[src/rtl/em_reg_pkg.sv]
// Shared pipeline constants: default PCs, opcode/funct and exception codes
// used by every stage decoder, plus the Tnew ageing helper.
package em_reg_pkg;

  localparam logic [31:0] EM_RESET_PC = 32'h0000_3000;
  localparam logic [31:0] EM_EXC_PC   = 32'h0000_4180;

  // Primary opcodes
  localparam logic [5:0] OP_RTYPE = 6'b000000;
  localparam logic [5:0] OP_BEQ   = 6'b000100;
  localparam logic [5:0] OP_ADDI  = 6'b001000;
  localparam logic [5:0] OP_ORI   = 6'b001101;
  localparam logic [5:0] OP_LUI   = 6'b001111;
  localparam logic [5:0] OP_LW    = 6'b100011;
  localparam logic [5:0] OP_SW    = 6'b101011;
  localparam logic [5:0] OP_COP0  = 6'b010000;

  // R-type funct codes
  localparam logic [5:0] FN_ADD  = 6'b100000;
  localparam logic [5:0] FN_SUB  = 6'b100010;
  localparam logic [5:0] FN_JR   = 6'b001000;
  localparam logic [5:0] FN_ERET = 6'b011000;

  // Exception codes
  localparam logic [4:0] EXC_INT  = 5'd0;
  localparam logic [4:0] EXC_ADEL = 5'd4;
  localparam logic [4:0] EXC_ADES = 5'd5;
  localparam logic [4:0] EXC_RI   = 5'd10;
  localparam logic [4:0] EXC_OV   = 5'd12;

  // One stage of ageing for the result-ready countdown, floored at zero.
  function automatic logic [1:0] tnew_dec(input logic [1:0] t);
    return (t == 2'd0) ? 2'd0 : t - 2'd1;
  endfunction

endpackage

[src/rtl/em_reg_pipe_field_reg.sv]
// Single pipeline field register: async reset value, synchronous clear
// (to a fixed value) taking priority over load-enable.
module pipe_field_reg #(
  parameter int unsigned      WIDTH   = 32,
  parameter logic [WIDTH-1:0] RST_VAL = '0,
  parameter logic [WIDTH-1:0] CLR_VAL = '0
) (
  input  logic             clk,
  input  logic             rst_n,
  input  logic             i_en,
  input  logic             i_clr,
  input  logic [WIDTH-1:0] i_d,
  output logic [WIDTH-1:0] o_q
);

  logic [WIDTH-1:0] r_q;

  // Clear beats load; neither asserted holds the current value.
  always_ff @(posedge clk or negedge rst_n) begin
    if (!rst_n)     r_q <= RST_VAL;
    else if (i_clr) r_q <= CLR_VAL;
    else if (i_en)  r_q <= i_d;
  end

  assign o_q = r_q;

endmodule

[src/rtl/em_reg.sv]
// E/M pipeline register. Priority per edge: req > flush > hold > load.
// Flush leaves a bubble but still captures E_pc/E_bd so a later exception
// on the bubble reports the right PC and delay-slot flag.
module em_reg
  import em_reg_pkg::*;
#(
  parameter logic [31:0] RESET_PC = EM_RESET_PC,
  parameter logic [31:0] EXC_PC   = EM_EXC_PC
) (
  input  logic        clk,
  input  logic        reset,
  input  logic        en,
  input  logic        flush,
  input  logic        req,
  input  logic [31:0] E_instr,
  input  logic [31:0] E_pc,
  input  logic [31:0] E_alu,
  input  logic [31:0] E_wdata,
  input  logic [4:0]  E_regaddr,
  input  logic [1:0]  E_Tnew,
  input  logic [4:0]  E_excode,
  input  logic        E_bd,
  output logic [31:0] M_instr,
  output logic [31:0] M_pc,
  output logic [31:0] M_alu,
  output logic [31:0] M_wdata,
  output logic [4:0]  M_regaddr,
  output logic [1:0]  M_Tnew,
  output logic [4:0]  M_excode,
  output logic        M_bd,
  output logic        M_valid
);

  logic        w_nop;
  logic        w_bub_clr;
  logic        w_side_en;
  logic [4:0]  w_regaddr;
  logic [1:0]  w_tnew;
  logic        w_valid;

  // Load-side data shaping: nops never carry a write target.
  always_comb begin
    w_nop     = (E_instr == '0);
    w_regaddr = w_nop ? 5'd0 : E_regaddr;
    w_tnew    = tnew_dec(E_Tnew);
    w_valid   = ~w_nop;
  end

  // PC/BD fields treat flush as a load and req as a clear (req wins inside
  // the field register); every other field treats both as a clear.
  assign w_bub_clr = req | flush;
  assign w_side_en = en | flush;

  pipe_field_reg #(.WIDTH(32), .RST_VAL(RESET_PC), .CLR_VAL(EXC_PC)) u_pc (
    .clk(clk), .rst_n(reset), .i_en(w_side_en), .i_clr(req), .i_d(E_pc), .o_q(M_pc));

  pipe_field_reg #(.WIDTH(1), .RST_VAL(1'b0), .CLR_VAL(1'b0)) u_bd (
    .clk(clk), .rst_n(reset), .i_en(w_side_en), .i_clr(req), .i_d(E_bd), .o_q(M_bd));

  pipe_field_reg #(.WIDTH(32), .RST_VAL('0), .CLR_VAL('0)) u_instr (
    .clk(clk), .rst_n(reset), .i_en(en), .i_clr(w_bub_clr), .i_d(E_instr), .o_q(M_instr));

  pipe_field_reg #(.WIDTH(32), .RST_VAL('0), .CLR_VAL('0)) u_alu (
    .clk(clk), .rst_n(reset), .i_en(en), .i_clr(w_bub_clr), .i_d(E_alu), .o_q(M_alu));

  pipe_field_reg #(.WIDTH(32), .RST_VAL('0), .CLR_VAL('0)) u_wdata (
    .clk(clk), .rst_n(reset), .i_en(en), .i_clr(w_bub_clr), .i_d(E_wdata), .o_q(M_wdata));

  pipe_field_reg #(.WIDTH(5), .RST_VAL('0), .CLR_VAL('0)) u_regaddr (
    .clk(clk), .rst_n(reset), .i_en(en), .i_clr(w_bub_clr), .i_d(w_regaddr), .o_q(M_regaddr));

  pipe_field_reg #(.WIDTH(2), .RST_VAL('0), .CLR_VAL('0)) u_tnew (
    .clk(clk), .rst_n(reset), .i_en(en), .i_clr(w_bub_clr), .i_d(w_tnew), .o_q(M_Tnew));

  pipe_field_reg #(.WIDTH(5), .RST_VAL('0), .CLR_VAL('0)) u_excode (
    .clk(clk), .rst_n(reset), .i_en(en), .i_clr(w_bub_clr), .i_d(E_excode), .o_q(M_excode));

  pipe_field_reg #(.WIDTH(1), .RST_VAL(1'b0), .CLR_VAL(1'b0)) u_valid (
    .clk(clk), .rst_n(reset), .i_en(en), .i_clr(w_bub_clr), .i_d(w_valid), .o_q(M_valid));

endmodule
[config.mk]
export PLATFORM = sky130hd
export DESIGN_NAME = em_reg
export DESIGN_NICKNAME = d
export VERILOG_FILES = /design/src/rtl/em_reg_pkg.sv /design/src/rtl/em_reg_pipe_field_reg.sv /design/src/rtl/em_reg.sv
export SDC_FILE = /design/constraint.sdc
export NUM_CORES = 1
export LEC_CHECK = 0
export ABC_AREA = 1
export CAP_MARGIN = 20
export CORE_AREA = 8 8 157 159
export CTS_BUF_LIST = sky130_fd_sc_hd__clkbuf_2 sky130_fd_sc_hd__clkbuf_4 sky130_fd_sc_hd__clkbuf_8
export DETAILED_ROUTE_END_ITERATION = 7
export DIE_AREA = 0 0 165 167
export PLACE_DENSITY = 0.54
export SYNTH_ARGS = -nofsm -noshare
export SYNTH_HDL_FRONTEND = slang
export SYNTH_SLANG_ARGS = --single-unit
export TNS_END_PERCENT = 50
[constraint.sdc]
create_clock -name clk -period 1.4 [get_ports clk]
set_input_delay 0.28 -clock clk [delete_from_list [all_inputs] [get_ports clk]]
set_output_delay 0.28 -clock clk [all_outputs]
set_load 0.1 [all_outputs]
==> impl_metrics.yaml <==
floorplanning:
  boundaryPins: 288
  start_util_pct: 24.4
  die_h_um: 167
  fp.dieW_um: 165
  rows: 55
  core_sq_um: 22200
  die_area_sq_um: 27600
final_layout:
  layout_commonest_cell: "buf_12"
  regArea_sq_um: 3560
  nNetsFinal: 959
  drive_above_1_share_pct: 27.2
  layout_common_cells: "buf_12 (151), clkdlybuf4s50_1 (144), nand2_1 (142), dfrtp_1 (139), a22o_1 (69)"
  design_area_sq_um: 10800
  multi_input_area_sq_um: 1550
  fillers: 2019
  area_growth_pct: 98.5
  antenna_cells: 0
  fin_util_pct: 48.4
routing:
  first_pass_iters: 4
  drc: 0
  wirelength_um: 19700
  vias: 4765
  drt_iter0_drc: 254
  ant_nets: 0
  via_per_inst: 4.29
  wl_per_cell_um: 17.7
logic_synthesis:
  syn_area_sq_um: 5420
  yosysTopAreaCell: "dfrtp_1"
  yosys_warnings: 0
  synth_area_leaders: "dfrtp_1 (65%), a22o_1 (11%), nand2_1 (9.8%)"
  syn_nets: 641
  synth_cell_type_count: 17
  yosysTopAreaCellShare_pct: 64.7
  syn_avg_cell_area_sq_um: 10.9
  synth_seq_area_share_pct: 65.7
  postSynthCellCount: 495
  synth_seq_cells: 142
clock_tree:
  clk_pin_slew_worst_paths_ns: 0.09
  htree_levels: 4
  cts_buffer_depth: 2
  cts_tree: "built"
  clkLatencyLatePin_ns: 0.43
  cts_buffers: 17
  cts_num_sinks: 142
  cts-root-buf: "clkbuf_8"
pwr:
  p_leak_nw: 4.88
  p_switching_mw: 3.58
  internal_power_mw: 7.46
  p_per_area_nw_per_um2: 1030
  power_mw: 11.0
  combPwrFrac_pct: 25.9
  power_frac_seq_pct: 40.2
  vdd_drop_max_mv: 0.708
  switching_share_pct: 32.4
  p_clk_share_pct: 33.8
sta:
  relSlewSlack_pct: 80.7
  fin_crit_sh_pct: 104
  holdWs_ns: 0.271
  setup_viol: 2
  worst_slack_ns: -0.0605
  finalHoldViolCount: 0
  max_freq_mhz: 685
  skew_ns: 0
  slew_violations: 0
  rsz0062_at_grt: "yes"
  tns_ns: -0.116
  worst_slew_pin_slew_ns: 0.290
  period_needed_ns: 1.46
critical_path:
  cp-start-kind: "flop"
  arrival_ns: 1.18
  crit_required_ns: 1.12
  critPathKind: "flop to primary output"
  cpMaxStageDelayCell: "dfstp_2"
  crit_family: "flip-flops"
  cp_cell_sequence: "buf_12"
  end_kind: "primary output"
  crit_fanout: 2
  cp_num_buf_inv: 1
  slowest_delay_ns: 0.57
global_routing:
  grt_pass1_vias: 5095
  grt_max_degree: 48
  grt_pass1_wl_um: 30400
  grt.total_usage_pct: 14.3
  overflow: 0
  grt_antenna_before_repair: 0
placed_design:
  place_congestion: 0.780
  port-buffer-count: 287
  place_area_sq_um: 10300
  dp_hpwl_um: 14900
worst_hold_path:
  holdCritPathClass: "input pin to asynchronous set/reset pin"
status:
  violations: "negative setup slack"
  status: "finished with violations"
flow_run:
  maxCapViolations: 0
==> area by class of cell <==
cell class	instances	area share [%]
clock buffer	20	2.39
clock inverter	12	1.71
inverter	26	0.908
multi-input combinational	294	14.4
sequential	142	33.1
tap	285	3.32
timing repair buffer	332	44.2
==> cell usage after synthesis <==
library cell  number
buf_6              5
buf_4             12
inv_2              1
dfstp_2            2
nand4_1            1
nand2_2            1
nand3_1            5
inv_1             25
nor3_2             1
nor2_1            16
a22o_1            69
clkbuf_1           7
o21ai_0           58
a32o_1             1
buf_2              9
nand2_1          142
dfrtp_1          140
==> power groups by stage <==
stage | Combinational [mW] | Clock (mW) | Sequential, mW
floorplan | 0.270 | 0 | 5.63
global placement | 2.88 | 0 | 4.52
detailed placement | 2.89 | 0 | 4.52
CTS | 2.89 | 3.89 | 4.45
global route | 2.99 | 4.05 | 4.47
finish | 2.87 | 3.73 | 4.44
==> timing repair <==
action                                  4_1_cts  5_1_grt
pin swaps                                     0        0
hold endpoints to repair                     35        0
gates resized for setup                       0        1
endpoints found under the setup margin        7       35
setup buffers                                 0        6
hold buffers                                  1        0
==> flip-flops by register name, indices dropped and copies added (netlist names) <==
register       count
u_instr.o_q       32
u_valid.o_q        1
u_bd.o_q           1
u_alu.o_q         32
u_regaddr.o_q      5
u_pc.o_q          32
u_tnew.o_q         2
u_wdata.o_q       32
u_excode.o_q       5
==> path summary, 6_finish.rpt <==
path,startpoint,end,slack (ns),cells after the start
worst max-delay path,u_pc.o_q[13]$_DFFE_PN1P_,M_pc[13],-0.06,1
worst min-delay path,reset,u_alu.o_q[17]$_DFFE_PN0P_,0.27,2
worst max register to register,u_alu.o_q[18]$_DFFE_PN0P_,u_alu.o_q[18]$_DFFE_PN0P_,0.54,2
worst min register to register,u_pc.o_q[12]$_DFFE_PN1P_,u_pc.o_q[12]$_DFFE_PN1P_,0.53,2
max in group asynchronous,reset,u_instr.o_q[22]$_DFFE_PN0P_,0.56,3
min in group clk,E_pc[12],u_pc.o_q[12]$_DFFE_PN1P_,0.37,3
==> per-layer routing <==
metal | vias to the layer above | share of wire (%) | GRT usage [%]
li1 | 2292 | - | -
met1 | 2259 | 42 | 17.1
met2 | 199 | 46 | 22.2
met3 | 15 | 11 | 7.30
met4 | 0 | 1.1 | 3.64
met5 | - | 0 | 0
==> per-stage QoR <==
| stage | setup slack (ns) | std cells |
|---|---|---|
| after CTS | -0.134 | 1105 |
| final | -0.0605 | 1111 |
| after global routing | -0.132 | 1111 |
| after detailed placement | -0.327 | 1072 |
| after global placement | -0.271 | 1072 |
| after floorplan | 0.209 | 495 |
==> cells by family after synthesis <==
| family | Yosys count | share of synthesized area [%] |
|---|---|---|
| flops | 142 | 65.7 |
| compound gates | 128 | 16.7 |
| buf+inv | 59 | 5.82 |
| simple gates | 166 | 11.8 |
No activity file was read; power rests on OpenSTA's default activity.
